<file path="config.mk">
export PLATFORM = sky130hd
export DESIGN_NAME = key_debounce
export DESIGN_NICKNAME = d
export VERILOG_FILES = /design/src/rtl/key_pkg.sv /design/src/rtl/key_debounce_ch.sv /design/src/rtl/key_debounce.sv
export SDC_FILE = /design/constraint.sdc
export NUM_CORES = 1
export LEC_CHECK = 0
export BUFFER_PORTS_ARGS = -buffer_cell sky130_fd_sc_hd__buf_2
export CAP_MARGIN = 30
export CORE_MARGIN = 1
export CORE_UTILIZATION = 44
export DETAILED_ROUTE_END_ITERATION = 8
export GPL_ROUTABILITY_DRIVEN = 0
export GPL_TIMING_DRIVEN = 0
export MAX_ROUTING_LAYER = met4
export PLACE_DENSITY = 0.59
export SYNTH_ARGS = -nofsm -noshare
export SYNTH_HDL_FRONTEND = slang
export SYNTH_SLANG_ARGS = --single-unit
</file>
<file path="constraint.sdc">
create_clock -name clk -period 3.5 [get_ports clk]
set_clock_uncertainty 0.2 [all_clocks]
set_input_delay 0.35 -clock clk [delete_from_list [all_inputs] [get_ports clk]]
set_output_delay 0.35 -clock clk [all_outputs]
set_load 0.05 [all_outputs]
</file>
<file path="src/rtl/key_pkg.sv">
// key_pkg: shared definitions for the push-button debouncer.
//   - key_state_e : per-key debounce FSM encoding
//   - *_DEF       : default timing constants used by key_debounce and key_debounce_ch
package key_pkg;

  typedef enum logic [1:0] {
    IDLE          = 2'd0,
    CHECK_PRESS   = 2'd1,
    PRESSED       = 2'd2,
    CHECK_RELEASE = 2'd3
  } key_state_e;

  localparam int DB_CYCLES_DEF     = 16;
  localparam int CNT_W_DEF         = 16;
  localparam int REPEAT_DELAY_DEF  = 64;
  localparam int REPEAT_PERIOD_DEF = 16;

endpackage

</file>
<file path="src/rtl/key_debounce_ch.sv">
// key_debounce_ch: one button channel -- two-flop synchroniser, debounce FSM,
// stability counter and (with KEY_AUTOREPEAT_EN defined) a hold-to-repeat counter.
//
// Ports:
//   clk       in   system clock
//   Reset     in   synchronous, active-high reset
//   raw_key   in   asynchronous button line, active-high
//   key_level out  debounced level (registered)
//   key_pulse out  one-cycle pulse on accepted press / repeat (registered)
//
// Optional feature macro: KEY_AUTOREPEAT_EN (adds REPEAT_DELAY / REPEAT_PERIOD).
//
// state         | meaning
// --------------+-----------------------------------------------------------
// IDLE          | key released and stable
// CHECK_PRESS   | s2 went high, counting stable-high cycles before accepting
// PRESSED       | press accepted, level high (repeat timer runs here)
// CHECK_RELEASE | s2 went low, counting stable-low cycles before releasing
module key_debounce_ch
  import key_pkg::*;
#(
  parameter int DB_CYCLES     = DB_CYCLES_DEF,
  parameter int CNT_W         = CNT_W_DEF
`ifdef KEY_AUTOREPEAT_EN
  ,
  parameter int REPEAT_DELAY  = REPEAT_DELAY_DEF,
  parameter int REPEAT_PERIOD = REPEAT_PERIOD_DEF
`endif
) (
  input  logic clk,
  input  logic Reset,
  input  logic raw_key,
  output logic key_level,
  output logic key_pulse
);

  // DB_CYCLES >= 2 and 2**CNT_W > DB_CYCLES are assumed; the counter stops at CNT_LAST.
  localparam logic [CNT_W-1:0] CNT_LAST = CNT_W'(DB_CYCLES - 1);

  key_state_e       state_q, state_d;
  logic [CNT_W-1:0] cnt_q, cnt_d;
  logic [1:0]       sync_q, sync_d;
  logic             level_q, level_d;
  logic             pulse_q, pulse_d;
  logic             s2;

`ifdef KEY_AUTOREPEAT_EN
  // REPEAT_PERIOD <= REPEAT_DELAY is assumed so the reload value is non-negative.
  localparam int               RPT_W      = $clog2(REPEAT_DELAY) + 1;
  localparam logic [RPT_W-1:0] RPT_LAST   = RPT_W'(REPEAT_DELAY - 1);
  localparam logic [RPT_W-1:0] RPT_RELOAD = RPT_W'(REPEAT_DELAY - REPEAT_PERIOD);

  logic [RPT_W-1:0] rpt_q, rpt_d;
`endif

  assign s2 = sync_q[1];

  always_comb begin
    sync_d  = {sync_q[0], raw_key};
    state_d = state_q;
    cnt_d   = cnt_q;
    level_d = level_q;
    pulse_d = 1'b0;
`ifdef KEY_AUTOREPEAT_EN
    // Cleared everywhere except while holding in PRESSED, so any exit restarts the delay.
    rpt_d   = '0;
`endif
    case (state_q)
      IDLE: begin
        if (s2) begin
          state_d = CHECK_PRESS;
          cnt_d   = '0;
        end
      end
      CHECK_PRESS: begin
        if (!s2) begin
          state_d = IDLE;
        end else if (cnt_q != CNT_LAST) begin
          cnt_d = cnt_q + CNT_W'(1);
        end else begin
          state_d = PRESSED;
          level_d = 1'b1;
          pulse_d = 1'b1;
        end
      end
      PRESSED: begin
        if (!s2) begin
          state_d = CHECK_RELEASE;
          cnt_d   = '0;
        end
`ifdef KEY_AUTOREPEAT_EN
        else if (rpt_q == RPT_LAST) begin
          pulse_d = 1'b1;
          rpt_d   = RPT_RELOAD;
        end else begin
          rpt_d = rpt_q + RPT_W'(1);
        end
`endif
      end
      CHECK_RELEASE: begin
        if (s2) begin
          state_d = PRESSED;
        end else if (cnt_q != CNT_LAST) begin
          cnt_d = cnt_q + CNT_W'(1);
        end else begin
          state_d = IDLE;
          level_d = 1'b0;
        end
      end
      default: begin
        state_d = IDLE;
      end
    endcase
  end

  always_ff @(posedge clk) begin
    if (Reset) begin
      sync_q  <= '0;
      state_q <= IDLE;
      cnt_q   <= '0;
      level_q <= 1'b0;
      pulse_q <= 1'b0;
`ifdef KEY_AUTOREPEAT_EN
      rpt_q   <= '0;
`endif
    end else begin
      sync_q  <= sync_d;
      state_q <= state_d;
      cnt_q   <= cnt_d;
      level_q <= level_d;
      pulse_q <= pulse_d;
`ifdef KEY_AUTOREPEAT_EN
      rpt_q   <= rpt_d;
`endif
    end
  end

  assign key_level = level_q;
  assign key_pulse = pulse_q;

endmodule

</file>
<file path="src/rtl/key_debounce.sv">
// key_debounce: N_KEYS debounced push-button channels plus a press encoder.
//
// Ports:
//   clk       in   system clock
//   Reset     in   synchronous, active-high reset
//   raw_key   in   [N_KEYS] asynchronous button lines, active-high
//   key_level out  [N_KEYS] debounced levels
//   key_pulse out  [N_KEYS] one-cycle press pulses
//   key_valid out  OR of key_pulse
//   key_code  out  [2] lowest-numbered key with a pulse, 0 when none
//   key_multi out  more than one pulse this cycle
//
// Optional feature macro: KEY_AUTOREPEAT_EN (hold-to-repeat pulses).
module key_debounce
  import key_pkg::*;
#(
  parameter int N_KEYS        = 4,
  parameter int DB_CYCLES     = DB_CYCLES_DEF,
  parameter int CNT_W         = CNT_W_DEF
`ifdef KEY_AUTOREPEAT_EN
  ,
  parameter int REPEAT_DELAY  = REPEAT_DELAY_DEF,
  parameter int REPEAT_PERIOD = REPEAT_PERIOD_DEF
`endif
) (
  input  logic              clk,
  input  logic              Reset,
  input  logic [N_KEYS-1:0] raw_key,
  output logic [N_KEYS-1:0] key_level,
  output logic [N_KEYS-1:0] key_pulse,
  output logic              key_valid,
  output logic [1:0]        key_code,
  output logic              key_multi
);

  for (genvar g = 0; g < N_KEYS; g++) begin : g_ch
    key_debounce_ch #(
      .DB_CYCLES     (DB_CYCLES),
      .CNT_W         (CNT_W)
`ifdef KEY_AUTOREPEAT_EN
      ,
      .REPEAT_DELAY  (REPEAT_DELAY),
      .REPEAT_PERIOD (REPEAT_PERIOD)
`endif
    ) u_ch (
      .clk       (clk),
      .Reset     (Reset),
      .raw_key   (raw_key[g]),
      .key_level (key_level[g]),
      .key_pulse (key_pulse[g])
    );
  end

  // Encoder is combinational from the pulse registers so it lines up with key_pulse.
  always_comb begin
    key_code = 2'd0;
    for (int i = N_KEYS - 1; i >= 0; i--) begin
      if (key_pulse[i]) begin
        key_code = 2'(i);
      end
    end
  end

  assign key_valid = |key_pulse;
  // Clearing the lowest set bit leaves something only if two or more bits were set.
  assign key_multi = |(key_pulse & (key_pulse - N_KEYS'(1)));

endmodule

</file>
# Word-level counts from Yosys, hierarchy flattened
# Index checks and enable logic that the tools add are counted.
# totals
wordCells,188
regBits,88
output_inout_bits,12
in_bits,6
# classes
mux,80
reduce_logical,26
n_bitwise,9
add_sub_neg,5
n_eq_ne,48
# ops
op,count
$mux W16,20
$pmux W16 S4,4
$add A16 B1 Y16 const B,4
$ne A16 B4 Y1 const B,4
$mux W2,28
$ne A2 B2 Y1 const B,16
$pmux W2 S4,4
$reduce_and A4 Y1,8
$mux W1,20
$reduce_and A5 Y1,4
$eq A2 B2 Y1 const B,8
$ne A2 B1 Y1 const B,8
$ne A3 B2 Y1 const B,4
$ne A3 B3 Y1 const B,4
$reduce_or A3 Y1,4
$eq A2 B1 Y1 const B,4
$logic_not A2 Y1,4
$not A1 Y1,8
$pmux W1 S2,4
$reduce_bool A2 Y1,4
$reduce_or A4 Y1,2
$and A4 B4 Y4,1
$sub A4 B1 Y4 const B,1

# Logic depth before layout (Yosys ltp)
# Gate-level depths: netlist of run 1.
# depth
word_depth,4
mapped_depth,7

# By module
# A second synthesis of run 1 with hierarchy kept.
# hier_totals
cells_unflattened,510
hier_area_um2,4316.6
# by_module_without_submodules
mod,n_inst,seq_area_each_um2,area_each_um2,cells_per_inst
key_debounce_ch,4,440.4,1067.3,125
key_debounce,1,0.0,47.5,10

# Worst setup path after synthesis of run 1
# OpenSTA, ideal clock, no wires.
# synth_timing
kind,register to register
start,register g_ch[0].u_ch.cnt_q[5]
end,register g_ch[0].u_ch.level_q
setup_slack_ns,1.470
stages_incl_launch_ff,5
setup_time_ns,0.126
synth_period_minus_slack_ns,2.030
arrival_ns,1.704
path_cell_list,dfxtp_1 -> or4_1 -> or4_1 -> o211ai_1 -> nand3_1
# synth_between
elab_chain_len,3
elab_cells_between_ends,4
classes_between,eq/ne (3); reduce/logical (1)
# synth_rtl
item,line,text
from (decl),key_debounce_ch.sv:41,"logic [CNT_W-1:0] cnt_q, cnt_d;"
from (signal assigned),key_debounce_ch.sv:129,cnt_q <= cnt_d;
$ne A16 B4 Y1 *,"key_debounce_ch.sv:78, key_debounce_ch.sv:103",
$ne A2 B2 Y1 (no line),n/a,
$reduce_and A5 Y1 (no line) *,n/a,
to (signal assigned),key_debounce_ch.sv:130,level_q <= level_d;
to (decl),key_debounce_ch.sv:43,"logic level_q, level_d;"
# Mark *: on every way between the ends. The rest lies on a longest branch, timed or not.
# A chain may end at the register's enable or synchronous reset.

# Worst setup path in the final report of run 1
# layout_timing
start,register g_ch[0].u_ch.cnt_q[5]
end,register g_ch[0].u_ch.cnt_q[3]
# layout_between
elab_chain_len,4
elab_cells_between_ends,5
classes_between,eq/ne (1); mux (4)
# layout_rtl
item,line
$ne A16 B4 Y1 *,"key_debounce_ch.sv:78, key_debounce_ch.sv:103"
$mux W16 *,n/a
"$mux W16, on equally long branches",n/a
$pmux W16 S4 *,n/a
# Mark *: on every way between the ends. The rest lies on a longest branch, timed or not. The select of a mux whose other input is x is not followed.

==> results.yml, run 1 <==
clock_network:
  cts_tree: "done"
  max-clock-path-buffers: 2
  cts_made_buffers: 9
  cts-root-buf: "clkbuf_8"
  htreeDepth: 3
  clock_sink_count: 88
  clkSlewWorstSetupHoldPaths_ns: 0.08
  cts_resized: 0
  clock_latency_ns: 0.37
synth:
  yosys-top-cells-count: "dfxtp_1, a21oi_1, nand2_1"
  syn-instance-count: 524
  synth_area_leaders: "dfxtp_1, a21oi_1, or4_1, nand3_1, nand2_1"
  yosys.area_share.simple_pct: 31.1
  yosys.cell_types.count: 55
  yosys.area_share.adder_pct: 1.34
  ys_seq_area_share_pct: 39.2
  syn_nets: 534
  synth_top_family_by_area: "simple AND/OR/NAND/NOR gates"
  ys_warn_count: 0
  yosysMostFrequentCell: "dfxtp_1"
  synth_compound_area_share_pct: 17.2
  synth_largest_area_cell: "dfxtp_1"
  synth-async-reset-ratio_pct: 0
  avgSynthCellArea_um2: 8.58
  synth-main-ff-cell: "dfxtp_1"
  synthMuxAreaShare_pct: 2.45
  syn_area_um2: 4500
  synth-xor-area-share_pct: 3.64
  synth_edf_count: 0
  synth.top_cell.area_share_pct: 39.2
  ys_seq_elements: 88
detailed_routing:
  postRouteAntennaNets: 0
  wl_per_cell_um: 15.1
  wl_um: 10400
  vias_per_cell: 5.85
  first_pass_iters: 5
  drc: 0
  routed-via-count: 4055
  drtIter0Drc: 180
floorplanning:
  coreArea_um2: 9820
  die_area_um2: 10600
  initial_core_util_pct: 45.8
  die_w_um: 103
  pin_count: 18
  fp-row-count: 36
  fp.dieH_um: 103
grt:
  grt_max_degree: 15
  grt_pass1_vias: 3620
  grt.overflow.total: 0
  grt.total_usage_pct: 21.9
  antenna_found_initial: 0
  grt_first_pass_wirelength_um: 17600
sta:
  holdWs_ns: 0.0565
  finalSetupViolCount: 0
  fin_ws_ns: 1.28
  fin_crit_ns: 2.22
  slew_headroom_pct: 48.6
  worst_slew_pin_slew_ns: 0.767
  drv_slew: 0
  hold_viol: 0
  max_freq_ghz: 0.450
  rsz0062_at_grt: "false"
  fin_setup_tns_ns: 0
  period_share_pct: 63.4
worst_setup_path:
  endpoint_kind: "flop"
  worstPathMaxFanout: 6
  worstSetupPathType: "flop to flop"
  worstPathRequired_ns: 3.55
  critPathLaunchType: "flop"
  worst_ep_arrival_time_ns: 2.27
layout:
  antenna_cells: 0
  fin_area_um2: 5020
  nNetsFinal: 565
  fillers: 968
  postLayoutCoreUtil_pct: 51.1
  drive_gt1_share_pct: 11.4
  area_growth_pct: 11.6
  area.sequential_um2: 1760
  multi_input_area_um2: 2500
power:
  seq_power_share_pct: 52.0
  swShare_pct: 23.4
  p_switching_mw: 0.461
  total_leakage_power_nw: 1.64
  p_comb_share_pct: 5.6
  irDropWorstVdd_v: 0.000205
  p_clk_share_pct: 42.4
  power_density_nw_per_um2: 392
  intPower_mw: 1.51
run:
  max-cap-violations: 0
worst_hold_path:
  hold_class: "input pin to flop"
outcome:
  status: "completed"
placement:
  dp_slack_ns: 1.31
  placed_cell_area_um2: 4750
  io_buffers: 17
  dp_hpwl_um: 7350
metrics by stage:
| stage | total power [mW] | instances |
|---|---|---|
| floorplan | 1.12 | 524 |
| global route | 2.05 | 693 |
| global placement | 1.15 | 674 |
| detailed placement | 1.15 | 674 |
| CTS | 1.99 | 693 |
| finish | 1.97 | 693 |
logic make-up (layout without fill, tap and decap cells):
group	after synthesis	count (layout)
adder cells (fa/ha/maj)	5	5
flip-flops	88	88
buffers and inverters	45	81
AO/OA/AOI/OAI	124	124
multiplexers	11	11
AND/OR/NAND/NOR	234	234
XOR/XNOR	17	17
power groups by stage:
stage / Combinational (mW) / Sequential (mW) / Clock [mW]
floorplan: 0.0797 / 1.04 / 0
global placement: 0.106 / 1.05 / 0
detailed placement: 0.107 / 1.05 / 0
CTS: 0.110 / 1.02 / 0.856
global route: 0.121 / 1.03 / 0.899
finish: 0.110 / 1.02 / 0.835
critical path, cell delays in order, from the launching register on:
cell,delay [ns]
dfxtp_1,0.37
or4_1,0.62
nor4_1,0.58
a21oi_1,0.19
mux2i_1,0.15
sequential cells by signal, indices dropped and copies added, names as in the netlist, named ones only:
signal,flops
g_ch.u_ch.key_level,4
g_ch.u_ch.key_pulse,4
g_ch.u_ch.sync_q,8
g_ch.u_ch.cnt_q,64
g_ch.u_ch.state_q,4
layout make-up:
cell class                 instances  area share, %
buffer                            32           3.66
tap                              133           3.32
timing repair buffer              20           2.29
clock buffer                      12           3.29
inverter                          13          0.972
sequential                        88           35.1
clock inverter                     4           1.50
multi-input combinational        391           49.9
per-layer routing:
metal  track usage [%]  part of all wire, %  up-vias
li1                  -                    -     2048
met1              30.2                   50     1911
met2              32.4                   45       80
met3              3.53                  3.6       16
met4              7.37                  1.5        0
met5                 -                    0        -
worst paths after layout:
| kind | from | to | slack, ns | depth (start not counted) |
|---|---|---|---|---|
| worst max-delay path | g_ch[0].u_ch.cnt_q[5]$_SDFFE_PP0P_ | g_ch[0].u_ch.cnt_q[3]$_SDFFE_PP0P_ | 1.28 | 4 |
| worst max register to register | g_ch[0].u_ch.cnt_q[5]$_SDFFE_PP0P_ | g_ch[0].u_ch.cnt_q[3]$_SDFFE_PP0P_ | 1.28 | 4 |
| worst min register to register | g_ch[1].u_ch.sync_q[0]$_SDFF_PP0_ | g_ch[1].u_ch.sync_q[1]$_SDFF_PP0_ | 0.25 | 1 |
| worst min-delay path | raw_key[1] | g_ch[1].u_ch.sync_q[0]$_SDFF_PP0_ | 0.06 | 2 |
layout by cell type (no fill, tap or decap), drive strengths merged, types with 6 or more instances in the layout:
cell	n
dfxtp	88
nor2	21
inv	13
or4	27
buf	33
nand3	30
nor4	17
nand2b	10
and2	7
or3	11
o21ai	23
clkbuf	28
mux2i	11
o31ai	19
a21oi	51
and3	6
xnor2	9
nand2	39
nor2b	9
nor3	15
o211ai	6
and4	10
nand4	22
xor2	8
repair_timing:
action | in CTS | in global routing
setup buffers | 0 | 0
hold endpoints to repair | 3 | 0
hold buffers | 3 | 0
Note: power is estimated with default switching activity, not from simulation.
==> inputs of run 2 (changes only) <==
--- a/config.mk
+++ b/config.mk
@@ -13,7 +13,7 @@
 export GPL_ROUTABILITY_DRIVEN = 0
 export GPL_TIMING_DRIVEN = 0
 export MAX_ROUTING_LAYER = met4
-export PLACE_DENSITY = 0.59
+export PLACE_DENSITY = 0.61
 export SYNTH_ARGS = -nofsm -noshare
 export SYNTH_HDL_FRONTEND = slang
 export SYNTH_SLANG_ARGS = --single-unit
==> constraint.sdc (replaced) <==
create_clock -name clk -period 1.97 [get_ports clk]
set_clock_uncertainty 0.2 [all_clocks]
set_input_delay 0.197 -clock clk [delete_from_list [all_inputs] [get_ports clk]]
set_output_delay 0.197 -clock clk [all_outputs]
set_load 0.05 [all_outputs]
==> results.yml, run 2 (synthesized netlist as in run 1, its figures left out) <==
outcome:
  status: "finished, violations left"
  failed_checks: "negative setup slack"
sta:
  hold_viol: 0
  fin_setup_tns_ns: -1.32
  drv_slew: 0
  max_freq_ghz: 0.483
  fin_crit_ns: 2.07
  fin_ws_ns: -0.101
  period_share_pct: 105
  rsz0062_at_grt: "true"
  finalSetupViolCount: 20
  worst_slew_pin_slew_ns: 0.696
  slew_headroom_pct: 53.6
grt:
  grt_pass1_vias: 3706
  grt_max_degree: 14
  grt.overflow.total: 0
  grt.total_usage_pct: 22.7
  antenna_found_initial: 0
  grt_first_pass_wirelength_um: 18200
detailed_routing:
  drtIter0Drc: 132
  postRouteAntennaNets: 0
  wl_um: 11400
  routed-via-count: 4173
  wl_per_cell_um: 15.9
  drc: 0
  first_pass_iters: 5
  vias_per_cell: 5.86
worst_setup_path:
  reg2reg_from: "g_ch[1].u_ch.cnt_q[11]$_SDFFE_PP0P_"
  worstSetupPathType: "flop to flop"
  worstPathMaxFanout: 5
  critPathLaunchType: "flop"
  worstPathRequired_ns: 2.00
  crit_start: "g_ch[1].u_ch.cnt_q[11]$_SDFFE_PP0P_"
  endpoint_kind: "flop"
  worst_ep_arrival_time_ns: 2.10
worst_hold_path:
  hold_class: "input pin to flop"
  min_from: "Reset"
power:
  intPower_mw: 2.39
  seq_power_share_pct: 56.9
  p_comb_share_pct: 6.8
  finalPower_mw: 3.19
  p_switching_mw: 0.803
  total_leakage_power_nw: 1.78
  p_clk_share_pct: 36.3
  swShare_pct: 25.2
  power_density_nw_per_um2: 588
  irDropWorstVdd_v: 0.000341
clock_network:
  max-clock-path-buffers: 2
  clock_latency_ns: 0.36
  clkSlewWorstSetupHoldPaths_ns: 0.09
  htreeDepth: 3
  cts-root-buf: "clkbuf_8"
  cts_tree: "done"
  cts_made_buffers: 9
  clock_sink_count: 88
floorplanning:
  coreArea_um2: 9820
  initial_core_util_pct: 45.8
  die_area_um2: 10600
  fp-row-count: 36
  fp.dieH_um: 103
  pin_count: 18
  die_w_um: 103
layout:
  stdcell_count: 712
  reg.largest.list: "g_ch.u_ch.cnt_q: 64 flops, g_ch.u_ch.sync_q: 8 flops"
  postLayoutCoreUtil_pct: 55.3
  largest_register_ffs: 64
  area_growth_pct: 20.8
  antenna_cells: 0
  drive_gt1_share_pct: 25.2
  final_cell_mix: "dfxtp_1, a21oi_1, nand2_1"
  largest_register: "g_ch.u_ch.cnt_q"
  final_common_cell: "dfxtp_1"
  nNetsFinal: 585
placement:
  dp_hpwl_um: 7450
  place_inst: 674
  io_buffers: 17
run:
  max-cap-violations: 0
==> run 2: cell type report <==
type	instances	area [µm²]
fill	948	4390
multi-input combinational	391	2740
sequential	88	1800
timing repair buffer	43	312
buffer	29	189
tap	133	166
clock buffer	12	155
inverter	13	48.8
clock inverter	3	17.5
==> run 2: power by group through the flow <==
stage	combinational (mW)	clock [mW]	sequential, mW
2_1_floorplan	0.142	0	1.85
3_3_place_gp	0.187	0	1.86
3_5_place_dp	0.191	0	1.86
4_1_cts	0.202	1.18	1.82
5_1_grt	0.236	1.26	1.82
6_report	0.217	1.16	1.82
==> run 2: path summary, 6_finish.rpt <==
kind,endpoint,cells past startpoint,slack [ns]
worst min register to register,g_ch[3].u_ch.sync_q[1]$_SDFF_PP0_,1,0.24
worst max register to register,flop,6,-0.10
worst min-delay path,g_ch[3].u_ch.key_level$_SDFFE_PP0P_,3,0.09
worst max-delay path,flop,6,-0.10
==> run 2: per-layer routing <==
metal,share of wire [%],track usage [%]
met5,0,-
met4,0.89,7.37
met3,4.0,3.05
met2,47,33.8
met1,48,31.9
==> run 2: critical path, cell delays in order (launching register included) <==
cell and delay, ns:
dfxtp_2 0.35, or4_4 0.57, nor4_4 0.32, buf_6 0.16, buf_8 0.12, mux2i_1 0.17
nor2_1 0.05
==> run 2: repair_timing <==
action | 4_1_cts | 5_1_grt
cloned | 0 | 1
pin swaps | 11 | 30
setup buffers | 11 | 10
endpoints found under the hold margin | 4 | 0
gates resized for setup | 34 | 48
hold buffers | 4 | 0
endpoints found under the setup margin | 42 | 52
==> run 2: stage by stage <==
| step | hold slack (ns) | area [µm²] | worst slack (ns) |
|---|---|---|---|
| finish | 0.0892 | 5430 | -0.101 |
| global route | 0.0872 | 5430 | -0.186 |
| CTS | 0.0690 | 5170 | -0.114 |
| detailed placement | 0.212 | 4760 | -0.195 |
| global placement | 0.210 | 4760 | -0.166 |
| floorplan | 0.125 | 4510 | -0.0280 |
==> inputs of run 3 (changes only) <==
--- a/config.mk
+++ b/config.mk
@@ -13,7 +13,6 @@
 export GPL_ROUTABILITY_DRIVEN = 0
 export GPL_TIMING_DRIVEN = 0
 export MAX_ROUTING_LAYER = met4
-export PLACE_DENSITY = 0.61
 export SYNTH_ARGS = -nofsm -noshare
 export SYNTH_HDL_FRONTEND = slang
 export SYNTH_SLANG_ARGS = --single-unit
==> results.yml, run 3 (synthesized netlist as in run 1, its figures left out) <==
clock_network:
  clock_sink_count: 88
  cts_made_buffers: 9
  cts_tree: "done"
  max-clock-path-buffers: 2
  cts-root-buf: "clkbuf_8"
  clkSlewWorstSetupHoldPaths_ns: 0.09
  clock_latency_ns: 0.36
  htreeDepth: 3
sta:
  max_freq_ghz: 0.475
  hold_viol: 0
  worst_slew_pin_slew_ns: 0.644
  rsz0062_at_grt: "true"
  slew_headroom_pct: 57.1
  drv_slew: 0
  fin_crit_ns: 2.11
  fin_ws_ns: -0.137
  finalSetupViolCount: 21
  period_share_pct: 107
layout:
  fillers: 925
  drive_gt1_share_pct: 25.3
  multi_input_area_um2: 2760
  antenna_cells: 0
  nNetsFinal: 584
  final_cell_mix: "dfxtp_1, a21oi_1, nand2_1"
  reg.largest.list: "g_ch.u_ch.cnt_q: 64 flops, g_ch.u_ch.sync_q: 8 flops"
  largest_register: "g_ch.u_ch.cnt_q"
  area.sequential_um2: 1800
  final_common_cell: "dfxtp_1"
  fin_area_um2: 5440
  largest_register_ffs: 64
  area_growth_pct: 21.0
power:
  irDropWorstVdd_v: 0.000368
  p_comb_share_pct: 6.7
  intPower_mw: 2.38
  p_clk_share_pct: 36.0
  seq_power_share_pct: 57.2
  p_switching_mw: 0.789
  total_leakage_power_nw: 1.79
  swShare_pct: 24.9
  power_density_nw_per_um2: 582
worst_setup_path:
  worstPathRequired_ns: 2.01
  critPathLaunchType: "flop"
  endpoint_kind: "flop"
  worstSetupPathType: "flop to flop"
  worst_ep_arrival_time_ns: 2.14
  worstPathMaxFanout: 5
grt:
  grt_max_degree: 14
  grt_first_pass_wirelength_um: 17300
  grt_pass1_vias: 3630
  antenna_found_initial: 0
  grt.overflow.total: 0
  grt.total_usage_pct: 21.5
floorplanning:
  die_w_um: 103
  die_area_um2: 10600
  fp.dieH_um: 103
  pin_count: 18
  initial_core_util_pct: 45.8
  fp-row-count: 36
  coreArea_um2: 9820
detailed_routing:
  wl_per_cell_um: 15.3
  first_pass_iters: 4
  drtIter0Drc: 164
  vias_per_cell: 5.89
  wl_um: 10900
  postRouteAntennaNets: 0
  routed-via-count: 4190
  drc: 0
outcome:
  status: "finished, violations left"
  failed_checks: "negative setup slack"
placement:
  placed_cell_area_um2: 4760
  dp_hpwl_um: 7270
  io_buffers: 17
  dp_slack_ns: -0.183
run:
  max-cap-violations: 0
worst_hold_path:
  hold_class: "input pin to flop"
==> run 3: cell count changes in the layout (fill, tap and decap cells not counted), moves of 2 or more <==
| cell | before | now |
|---|---|---|
| a21oi_2 | 3 | 5 |
| buf_4 | 31 | 28 |
| clkbuf_1 | 13 | 11 |
| clkbuf_2 | 0 | 2 |
| clkinv_2 | 2 | 4 |
| dfxtp_1 | 61 | 66 |
| dfxtp_2 | 25 | 16 |
| dfxtp_4 | 2 | 6 |
| nand3_2 | 4 | 2 |
| nor3_4 | 0 | 2 |
| or4_1 | 20 | 17 |
| or4_4 | 7 | 10 |
==> run 3: worst paths after layout <==
| path | start | endpoint | slack, ns | cells past startpoint |
|---|---|---|---|---|
| setup reg to reg | g_ch[1].u_ch.cnt_q[13]$_SDFFE_PP0P_ | flop | -0.14 | 6 |
| setup / recovery | g_ch[1].u_ch.cnt_q[13]$_SDFFE_PP0P_ | flop | -0.14 | 6 |
| hold / removal | Reset | g_ch[3].u_ch.key_level$_SDFFE_PP0P_ | 0.05 | 3 |
| hold reg to reg | g_ch[1].u_ch.sync_q[0]$_SDFF_PP0_ | g_ch[1].u_ch.sync_q[1]$_SDFF_PP0_ | 0.24 | 1 |
==> run 3: routing by layer <==
metal  wire length (µm)  GRT usage, %
met4                144          8.99
met2               5060          32.8
met5                  0             -
met3                353          2.78
met1               5350          28.6
==> run 3: area by class of cell <==
type                            count  area share (%)
Multi-Input combinational cell    391            50.6
Sequential cell                    88            33.1
Timing Repair Buffer               41            5.52
Buffer                             30            3.59
Tap cell                          133            3.06
Clock buffer                       11            2.78
Inverter                           13           0.897
Clock inverter                      4           0.368
==> run 3: timing repair <==
| item | in CTS | in global routing |
|---|---|---|
| setup endpoints to repair | 47 | 54 |
| pin swaps | 18 | 23 |
| hold endpoints to repair | 4 | 0 |
| hold buffers | 4 | 0 |
| gates cloned | 0 | 1 |
| gates resized for setup | 37 | 52 |
| setup buffers | 10 | 9 |
==> run 3: worst max-delay path, stage by stage (launching register included) <==
cell	delay, ns
dfxtp_2	0.35
or4_4	0.58
nor4_4	0.34
buf_6	0.17
buf_8	0.11
mux2i_1	0.18
nor2_1	0.05
==> run 3: power by group through the flow <==
stage / combinational [mW] / clock [mW] / sequential [mW]
2_1_floorplan: 0.142 / 0 / 1.85
3_3_place_gp: 0.189 / 0 / 1.86
3_5_place_dp: 0.191 / 0 / 1.86
4_1_cts: 0.204 / 1.17 / 1.82
5_1_grt: 0.233 / 1.25 / 1.82
6_report: 0.213 / 1.14 / 1.81
==> run 3: metrics by stage <==
step / hold WS [ns] / util, % / TNS (ns) / total power [mW] / cells
floorplan: 0.125 / - / -0.0584 / 2.00 / 524
detailed placement: 0.217 / 48.4 / -2.93 / 2.05 / 674
CTS: 0.0378 / 52.6 / -0.988 / 3.19 / 702
global placement: 0.204 / 48.4 / -2.55 / 2.05 / 674
global route: 0.0592 / 55.4 / -2.75 / 3.29 / 711
finish: 0.0489 / 55.4 / -1.47 / 3.17 / 711
